File: config.mk
export PLATFORM = sky130hd
export DESIGN_NAME = ncl_add_pipe
export DESIGN_NICKNAME = d
export VERILOG_FILES = /design/src/rtl/ncl_pkg.sv /design/src/rtl/ncl_add_stage.sv /design/src/rtl/ncl_add_pipe.sv
export SDC_FILE = /design/constraint.sdc
export NUM_CORES = 1
export LEC_CHECK = 0
export ABC_AREA = 1
export BUFFER_PORTS_ARGS = -buffer_cell sky130_fd_sc_hd__buf_4
export CAP_MARGIN = 0
export CORE_MARGIN = 2
export CORE_UTILIZATION = 51
export DETAILED_ROUTE_END_ITERATION = 12
export PLACE_DENSITY = 0.83
export SETUP_SLACK_MARGIN = 0.02
export SYNTH_ARGS = -nofsm -noshare
export SYNTH_HDL_FRONTEND = slang
export SYNTH_SLANG_ARGS = --single-unit
File: constraint.sdc
create_clock -name clk -period 2.3 [get_ports clk]
set_input_delay 0.23 -clock clk [delete_from_list [all_inputs] [get_ports clk]]
set_output_delay 0.23 -clock clk [all_outputs]
set_load 0.05 [all_outputs]
File: src/rtl/ncl_pkg.sv
`default_nettype none
// +----------------------------------------------------------------------+
// | Module   : ncl_pkg                                                   |
// | Purpose  : Dual-rail (NCL) encoding type, codes and helper functions |
// | Revision : 1.0 - initial release                                     |
// +----------------------------------------------------------------------+
package ncl_pkg;

    typedef logic [1:0] dr_t;

    localparam dr_t DR_NULL = 2'b00;
    localparam dr_t DR_0    = 2'b01;
    localparam dr_t DR_1    = 2'b10;
    localparam dr_t DR_ILL  = 2'b11;

    function automatic logic dr_is_data(input dr_t x);
        return (x == DR_0) || (x == DR_1);
    endfunction

    function automatic logic dr_is_null(input dr_t x);
        return x == DR_NULL;
    endfunction

    function automatic logic dr_is_ill(input dr_t x);
        return x == DR_ILL;
    endfunction

    // Swapping the rails inverts a dual-rail bit at no logic cost.
    function automatic dr_t dr_inv(input dr_t x);
        return {x[0], x[1]};
    endfunction

endpackage
`default_nettype wire

File: src/rtl/ncl_add_stage.sv
`default_nettype none
// +----------------------------------------------------------------------+
// | Module   : ncl_add_stage                                             |
// | Purpose  : One slice of the dual-rail adder with its DATA/NULL       |
// |            wavefront register. Optional macro: NCL_ADD_PIPE_SUB_EN   |
// | Revision : 1.0 - initial release                                     |
// +----------------------------------------------------------------------+
module ncl_add_stage
    import ncl_pkg::*;
#(
    parameter int WIDTH = 8,
    parameter int SW    = 4,
    parameter int IDX   = 0
) (
    input  logic             clk,
    input  logic             rst,
    input  logic             rfd_i,
    input  logic [WIDTH-1:0] a_r0_i,
    input  logic [WIDTH-1:0] a_r1_i,
    input  logic [WIDTH-1:0] b_r0_i,
    input  logic [WIDTH-1:0] b_r1_i,
    input  logic [WIDTH-1:0] sum_r0_i,
    input  logic [WIDTH-1:0] sum_r1_i,
    input  logic [1:0]       c_i,
`ifdef NCL_ADD_PIPE_SUB_EN
    input  logic [1:0]       sub_i,
    output logic [1:0]       sub_o,
`endif
    output logic [WIDTH-1:0] a_r0_o,
    output logic [WIDTH-1:0] a_r1_o,
    output logic [WIDTH-1:0] b_r0_o,
    output logic [WIDTH-1:0] b_r1_o,
    output logic [WIDTH-1:0] sum_r0_o,
    output logic [WIDTH-1:0] sum_r1_o,
    output logic [1:0]       c_o,
    output logic             null_o
);

    localparam int LO = IDX * SW;
    localparam int HI = LO + SW;

    logic [WIDTH-1:0] a_r0_q, a_r1_q, b_r0_q, b_r1_q, sum_r0_q, sum_r1_q;
    logic [WIDTH-1:0] a_r0_d, a_r1_d, b_r0_d, b_r1_d, sum_r0_d, sum_r1_d;
    logic [1:0]       c_q, c_d;
`ifdef NCL_ADD_PIPE_SUB_EN
    logic [1:0]       sub_q, sub_d;
`endif

    logic w_all_data, w_all_null;
    logic w_sub, w_carry, w_bb, w_s;

    // Below LO the word carries finished sum bits; from LO up, raw operands.
    always_comb begin
        w_all_data = 1'b1;
        w_all_null = 1'b1;
        for (int i = 0; i < WIDTH; i++) begin
            if (i < LO) begin
                w_all_data &= dr_is_data({sum_r1_i[i], sum_r0_i[i]});
                w_all_null &= dr_is_null({sum_r1_i[i], sum_r0_i[i]});
            end else begin
                w_all_data &= dr_is_data({a_r1_i[i], a_r0_i[i]}) &
                              dr_is_data({b_r1_i[i], b_r0_i[i]});
                w_all_null &= dr_is_null({a_r1_i[i], a_r0_i[i]}) &
                              dr_is_null({b_r1_i[i], b_r0_i[i]});
            end
        end
        w_all_data &= dr_is_data(c_i);
        w_all_null &= dr_is_null(c_i);
`ifdef NCL_ADD_PIPE_SUB_EN
        w_all_data &= dr_is_data(sub_i);
        w_all_null &= dr_is_null(sub_i);
`endif
    end

    always_comb begin
        a_r0_d   = a_r0_q;
        a_r1_d   = a_r1_q;
        b_r0_d   = b_r0_q;
        b_r1_d   = b_r1_q;
        sum_r0_d = sum_r0_q;
        sum_r1_d = sum_r1_q;
        c_d      = c_q;
`ifdef NCL_ADD_PIPE_SUB_EN
        sub_d    = sub_q;
`endif
        w_sub   = 1'b0;
        w_carry = 1'b0;
        w_bb    = 1'b0;
        w_s     = 1'b0;
        if (w_all_data && rfd_i) begin
            a_r0_d   = '0;
            a_r1_d   = '0;
            b_r0_d   = '0;
            b_r1_d   = '0;
            sum_r0_d = '0;
            sum_r1_d = '0;
`ifdef NCL_ADD_PIPE_SUB_EN
            w_sub = sub_i[1];
            sub_d = sub_i;
`endif
            // Subtract mode reads the B and carry rails swapped.
            w_carry = w_sub ? c_i[0] : c_i[1];
            for (int i = 0; i < WIDTH; i++) begin
                if (i < LO) begin
                    sum_r0_d[i] = sum_r0_i[i];
                    sum_r1_d[i] = sum_r1_i[i];
                end else if (i >= HI) begin
                    a_r0_d[i] = a_r0_i[i];
                    a_r1_d[i] = a_r1_i[i];
                    b_r0_d[i] = b_r0_i[i];
                    b_r1_d[i] = b_r1_i[i];
                end else begin
                    w_bb        = w_sub ? b_r0_i[i] : b_r1_i[i];
                    w_s         = a_r1_i[i] ^ w_bb ^ w_carry;
                    w_carry     = (a_r1_i[i] & w_bb) | (w_carry & (a_r1_i[i] ^ w_bb));
                    sum_r1_d[i] = w_s;
                    sum_r0_d[i] = ~w_s;
                end
            end
            c_d = {w_carry, ~w_carry};
        end else if (w_all_null && !rfd_i) begin
            a_r0_d   = '0;
            a_r1_d   = '0;
            b_r0_d   = '0;
            b_r1_d   = '0;
            sum_r0_d = '0;
            sum_r1_d = '0;
            c_d      = DR_NULL;
`ifdef NCL_ADD_PIPE_SUB_EN
            sub_d    = DR_NULL;
`endif
        end
    end

    always_ff @(posedge clk) begin
        if (rst) begin
            a_r0_q   <= '0;
            a_r1_q   <= '0;
            b_r0_q   <= '0;
            b_r1_q   <= '0;
            sum_r0_q <= '0;
            sum_r1_q <= '0;
            c_q      <= DR_NULL;
`ifdef NCL_ADD_PIPE_SUB_EN
            sub_q    <= DR_NULL;
`endif
        end else begin
            a_r0_q   <= a_r0_d;
            a_r1_q   <= a_r1_d;
            b_r0_q   <= b_r0_d;
            b_r1_q   <= b_r1_d;
            sum_r0_q <= sum_r0_d;
            sum_r1_q <= sum_r1_d;
            c_q      <= c_d;
`ifdef NCL_ADD_PIPE_SUB_EN
            sub_q    <= sub_d;
`endif
        end
    end

    // Carry is DATA whenever the stage holds DATA, so it alone gives the phase.
    assign null_o   = (c_q == DR_NULL);
    assign a_r0_o   = a_r0_q;
    assign a_r1_o   = a_r1_q;
    assign b_r0_o   = b_r0_q;
    assign b_r1_o   = b_r1_q;
    assign sum_r0_o = sum_r0_q;
    assign sum_r1_o = sum_r1_q;
    assign c_o      = c_q;
`ifdef NCL_ADD_PIPE_SUB_EN
    assign sub_o    = sub_q;
`endif

endmodule
`default_nettype wire

File: src/rtl/ncl_add_pipe.sv
`default_nettype none
// +----------------------------------------------------------------------+
// | Module   : ncl_add_pipe                                              |
// | Purpose  : Pipelined dual-rail ripple-carry adder with ko/ki         |
// |            handshake. Optional macro: NCL_ADD_PIPE_SUB_EN            |
// | Revision : 1.0 - initial release                                     |
// +----------------------------------------------------------------------+
module ncl_add_pipe
    import ncl_pkg::*;
#(
    parameter int WIDTH  = 8,
    parameter int STAGES = 2
) (
    input  logic             clk,
    input  logic             rst,
    input  logic [WIDTH-1:0] a_r0,
    input  logic [WIDTH-1:0] a_r1,
    input  logic [WIDTH-1:0] b_r0,
    input  logic [WIDTH-1:0] b_r1,
`ifdef NCL_ADD_PIPE_SUB_EN
    input  logic [1:0]       sub_r,
`endif
    input  logic [1:0]       cin_r,
    output logic             ko,
    input  logic             ki,
    output logic [WIDTH-1:0] sum_r0,
    output logic [WIDTH-1:0] sum_r1,
    output logic [1:0]       cout_r,
    output logic             err
);

    localparam int SW = WIDTH / STAGES;

    // Index 0 is the port word; index k+1 is the register of stage k.
    logic [WIDTH-1:0] w_a_r0   [STAGES+1];
    logic [WIDTH-1:0] w_a_r1   [STAGES+1];
    logic [WIDTH-1:0] w_b_r0   [STAGES+1];
    logic [WIDTH-1:0] w_b_r1   [STAGES+1];
    logic [WIDTH-1:0] w_sum_r0 [STAGES+1];
    logic [WIDTH-1:0] w_sum_r1 [STAGES+1];
    logic [1:0]       w_c      [STAGES+1];
`ifdef NCL_ADD_PIPE_SUB_EN
    logic [1:0]       w_sub    [STAGES+1];
    assign w_sub[0] = sub_r;
`endif
    logic [STAGES-1:0] w_null;
    logic [STAGES-1:0] w_rfd;

    assign w_a_r0[0]   = a_r0;
    assign w_a_r1[0]   = a_r1;
    assign w_b_r0[0]   = b_r0;
    assign w_b_r1[0]   = b_r1;
    assign w_sum_r0[0] = '0;
    assign w_sum_r1[0] = '0;
    assign w_c[0]      = cin_r;

    for (genvar k = 0; k < STAGES; k++) begin : g_stage
        if (k == STAGES - 1) begin : g_last
            assign w_rfd[k] = ki;
        end else begin : g_mid
            assign w_rfd[k] = w_null[k+1];
        end

        ncl_add_stage #(
            .WIDTH (WIDTH),
            .SW    (SW),
            .IDX   (k)
        ) u_stage (
            .clk      (clk),
            .rst      (rst),
            .rfd_i    (w_rfd[k]),
            .a_r0_i   (w_a_r0[k]),
            .a_r1_i   (w_a_r1[k]),
            .b_r0_i   (w_b_r0[k]),
            .b_r1_i   (w_b_r1[k]),
            .sum_r0_i (w_sum_r0[k]),
            .sum_r1_i (w_sum_r1[k]),
            .c_i      (w_c[k]),
`ifdef NCL_ADD_PIPE_SUB_EN
            .sub_i    (w_sub[k]),
            .sub_o    (w_sub[k+1]),
`endif
            .a_r0_o   (w_a_r0[k+1]),
            .a_r1_o   (w_a_r1[k+1]),
            .b_r0_o   (w_b_r0[k+1]),
            .b_r1_o   (w_b_r1[k+1]),
            .sum_r0_o (w_sum_r0[k+1]),
            .sum_r1_o (w_sum_r1[k+1]),
            .c_o      (w_c[k+1]),
            .null_o   (w_null[k])
        );
    end

    logic w_ill;
    logic err_q, err_d;

    always_comb begin
        w_ill = dr_is_ill(cin_r);
`ifdef NCL_ADD_PIPE_SUB_EN
        w_ill |= dr_is_ill(sub_r);
`endif
        for (int i = 0; i < WIDTH; i++) begin
            w_ill |= dr_is_ill({a_r1[i], a_r0[i]}) | dr_is_ill({b_r1[i], b_r0[i]});
        end
        err_d = err_q | w_ill;
    end

    always_ff @(posedge clk) begin
        if (rst) err_q <= 1'b0;
        else     err_q <= err_d;
    end

    assign ko     = w_null[0];
    assign sum_r0 = w_sum_r0[STAGES];
    assign sum_r1 = w_sum_r1[STAGES];
    assign cout_r = w_c[STAGES];
    assign err    = err_q;

endmodule
`default_nettype wire
==> results.md <==
Route:
- The DRC violation total after the first TritonRoute iteration is 151.
- For this run, the detailed router's first-pass iteration total came to 4.
- Using the TritonRoute via totals, the vias-per-cell ratio works out to 5.11.
- The detail route stage leaves a number of antenna-violating nets equal to 0.
- The wire length per cell after detailed routing is 13.5 um.
- The aggregate routed wire length is about 7100 um.
- The routed layout has 2,695 vias.
- The post-route DRC violation count is 0.

Floorplanning:
- The die outline height is a little over 80 um.
- The area of the core region is 0.00582 mm^2.
- The die span in x is 81.1 um.
- In this run the core area contains 28 standard-cell rows.
- The initial core utilization is 52.1%.
- The number of top-level pins is 57.
- The full die area is between 0.006 and 0.007 mm^2.

Worst setup path:
- The data arrival at the endpoint of the critical path is 2420 ps.
- The origin of the critical flop-to-flop path is g_stage[0].u_stage.c_o[1].
- The endpoint type of the worst setup path is a flip-flop.
- The slack of the worst reg-to-reg path is 130 ps.
- The largest delay contributor family on the critical path is adder cells.
- The worst register-to-register path has a depth of 10.
- Data on the critical path is required at its endpoint by 2550 ps.
- The worst register-to-register path ends at g_stage[1].u_stage.sum_r1_o[7].
- The type of the setup path with the least slack is reg -> reg.
- The largest single stage delay on the critical path is 390 ps.
- In this run the worst setup path begins at g_stage[0].u_stage.c_o[1].
- Counting both buffers and inverters, the worst setup path holds a total of 3.
- STA classifies the critical path startpoint as a flip-flop.
- Along the worst path, the maximum fanout reaches 2.
- Walking the worst path, the cells encountered are inv_2 -> fa_2 -> inv_2 -> fa_2 -> fa_2 -> inv_2 -> fa_1 -> nand2_1 -> nand2_1 -> nor2_1.
- The standard cell with the maximum stage delay on the critical path is fa_2.

Clock network:
- At the later pin of the worst-skew pair, clock insertion delay measures about 300 ps.
- The number of levels the H-tree was split into is 2.
- In this run, CTS created clock tree buffers numbering 5.
- TritonCTS built the clock tree.
- The number of hold buffers added after CTS is 0.
- No sink is reached through more buffers than the 2 on the longest clock path.
- The root buffer cell chosen for the clock tree is clkbuf_8.
- The number of setup buffers added after CTS is 0.
- The clock transition at the registers of the reported paths is about 90 ps.
- The clock net sink count is 45.

GRT:
- The global-route usage over all layers is 23.0%.
- The largest net degree at the start of global routing is 36.
- The number of global-route vias before repair is 2,634.
- The total overflow left after global routing is 0.
- The initial antenna violation count is 0.
- The wire length of the first global-routing pass is 11,700 um.

Min path:
- In this run the most critical hold path is launched from a_r1[5].
- The end of the worst hold path is g_stage[0].u_stage.a_r1_o[5].
- Along the worst hold path, the cell count comes to 3.
- The type of the worst min-delay path is in -> reg.

Power and ir drop:
- The power density over the cells is 407 mW/mm^2.
- The switching share of power is 26.3%.
- Sequential cells burn 53.1% of the power.
- The combinational cell fraction of total power is 13.6%.
- In this run the power spent charging and discharging nets is 386 uW.
- The internal portion of the total power is 1.08 mW.
- The leakage dissipation is 1.67 nW.
- The clock network is responsible for 33.3% of the overall power.
- The worst-case IR drop observed on VDD is 0.265 mV.

Logic synthesis:
- After synthesis the netlist holds a flip-flop and latch count of 45.
- The total number of yosys warnings is 0.
- The area of the mapped netlist is 0.00303 mm^2.
- The mean cell area of the mapped netlist is 7.68 um^2.
- The most area-hungry cell type in the Yosys netlist is dfxtp_1.
- The synthesized netlist net count is 487.
- After synthesis, the netlist uses 23 different library cells.
- Sorting the synthesized cells by area gives the leading types as dfxtp_1 30%, ha_1 19%, inv_1 9.0%.
- In the synthesized netlist, the number of instances is 395.
- The share of synthesized area in the top cell type comes to about 30%.
- Sequential elements use between 20 and 30% of the synthesized area.

STA:
- Based on the critical path, the design can be clocked at up to 460 MHz.
- The slew of the pin with the lowest slew margin is 495 ps.
- For the final database, setup skew stands at about 7 ps.
- The final worst-path setup slack is between 100 and 150 ps.
- The count of final hold-check violations is 0.
- Setup repair after global routing left no endpoint under its margin.
- Setup violations remaining at the end of the flow were counted as 0.
- In this run the tightest slew margin relative to its limit is 66.9%.
- Dividing the final minimum period by the clock period gives 94.5%.
- The final hold slack is around 190 ps.
- The clock period could shrink to around 2200 ps.
- The sum of negative setup slack is 0 ps.
- The total count of max-transition violations in the final report is 0.

Run status:
- The run finished with clean final reports.

Place:
- Summed over all nets, the half-perimeter wirelength after detailed placement is around 5600 um.
- OpenSTA, run right after detailed placement, puts the worst setup slack at -170 ps.
- The congestion estimate from routability-driven global placement came to around 0.89.
- Input and output buffers added on the ports amount to 56.
- The post-detailed-placement cell area is around 0.0035 mm^2.

Cells and area:
- The number of nets at the end of the flow is 543.
- The signed area change from the synthesized netlist to the final layout is 19.0%.
- The repair_antennas step left the layout with diodes totalling 0.
- After routing the design area is ~0.0036 mm^2.
- The share of cells above drive strength 1 is 25.2%.

Flow run:
- The max-cap check violation count is 0.
## per-layer routing
layer	wire (um)	track usage (%)
met5	0	0
met1	3010	28.4
met4	140	8.31
met2	3560	40.0
met3	418	4.11
## synth_stat cells
cell type	number
inv_2	3
dfxtp_1	45
buf_6	1
clkinv_4	1
inv_1	73
a31oi_1	1
buf_4	1
nand4_1	12
buf_8	1
buf_2	6
clkinv_1	1
nand3_1	37
nor2_1	32
ha_1	47
nand2_1	58
clkbuf_1	3
nor2_2	1
buf_1	1
a21oi_2	15
a21oi_1	29
fa_1	8
nand2_2	17
nor4_1	2
## registers in the layout, indices dropped and copies added, names as in the netlist
name and cells:
err 1, g_stage.u_stage.b_r0_o 4, g_stage.u_stage.sum_r1_o 12, g_stage.u_stage.a_r1_o 4, g_stage.u_stage.c_o 4, g_stage.u_stage.a_r0_o 4, g_stage.u_stage.b_r1_o 4, g_stage.u_stage.sum_r0_o 12
## per-stage QoR
step | utilization (%) | instances | total power [mW]
floorplan | - | 395 | 0.894
global placement | 60.4 | 519 | 0.992
detailed placement | 60.4 | 519 | 0.999
CTS | 61.9 | 527 | 1.48
global route | 62.0 | 527 | 1.54
finish | 62.0 | 527 | 1.47
## worst max path at each step
stage	slack (ps)	cells past startpoint	to
5_1_grt	30	10	g_stage[1].u_stage.sum_r1_o[7]
6_report	130	10	g_stage[1].u_stage.sum_r1_o[7]
3_3_place_gp	-120	10	g_stage[0].u_stage.sum_r0_o[3]
3_5_place_dp	-170	9	g_stage[0].u_stage.sum_r1_o[3]
4_1_cts	30	10	g_stage[1].u_stage.sum_r1_o[7]
2_1_floorplan	70	8	g_stage[0].u_stage.sum_r1_o[3]
## cell type report
type / instances / area [um^2]
fill: 529 / 2210
multi-input combinational: 259 / 1760
sequential: 45 / 901
timing repair buffer: 62 / 465
inverter: 78 / 298
tap: 75 / 93.8
clock buffer: 6 / 72.6
clock inverter: 2 / 15.0
## layout by cell type (no fill, tap or decap), drive strengths merged
cell type / n
dfxtp: 45
ha: 47
clkinv: 2
fa: 8
nand2: 75
nor2: 33
inv: 76
nand4: 12
buf: 62
clkbuf: 6
nand3: 37
a31oi: 1
a21oi: 44
clkinvlp: 2
nor4: 2
## power groups by stage
stage	combinational, mW	clock [mW]	sequential, mW
after floorplan	0.0927	0	0.801
after global placement	0.193	0	0.798
after detailed placement	0.201	0	0.798
after CTS	0.202	0.502	0.780
after global routing	0.228	0.529	0.780
final	0.200	0.489	0.780
## logic make-up (layout without fill, tap and decap cells)
family | Yosys count | in the layout | share of synthesized area (%)
buffers and inverters | 91 | 148 | 12.4
flip-flops | 45 | 45 | 29.7
adder cells (fa/ha/maj) | 55 | 55 | 24.7
AO/OA/AOI/OAI | 45 | 45 | 9.33
AND/OR/NAND/NOR | 159 | 159 | 23.9
## timing repair
action / 4_1_cts / 5_1_grt
resized for setup: 1 / 7
hold endpoints to repair: 0 / 0
endpoints found under the setup margin: 2 / 2
pin swaps: 0 / 1
## tightest hold or removal path: stages
cell and delay [ps]:
buf_4 120, nand2_2 60, a21oi_2 50
(Power assumes the default switching activity.)
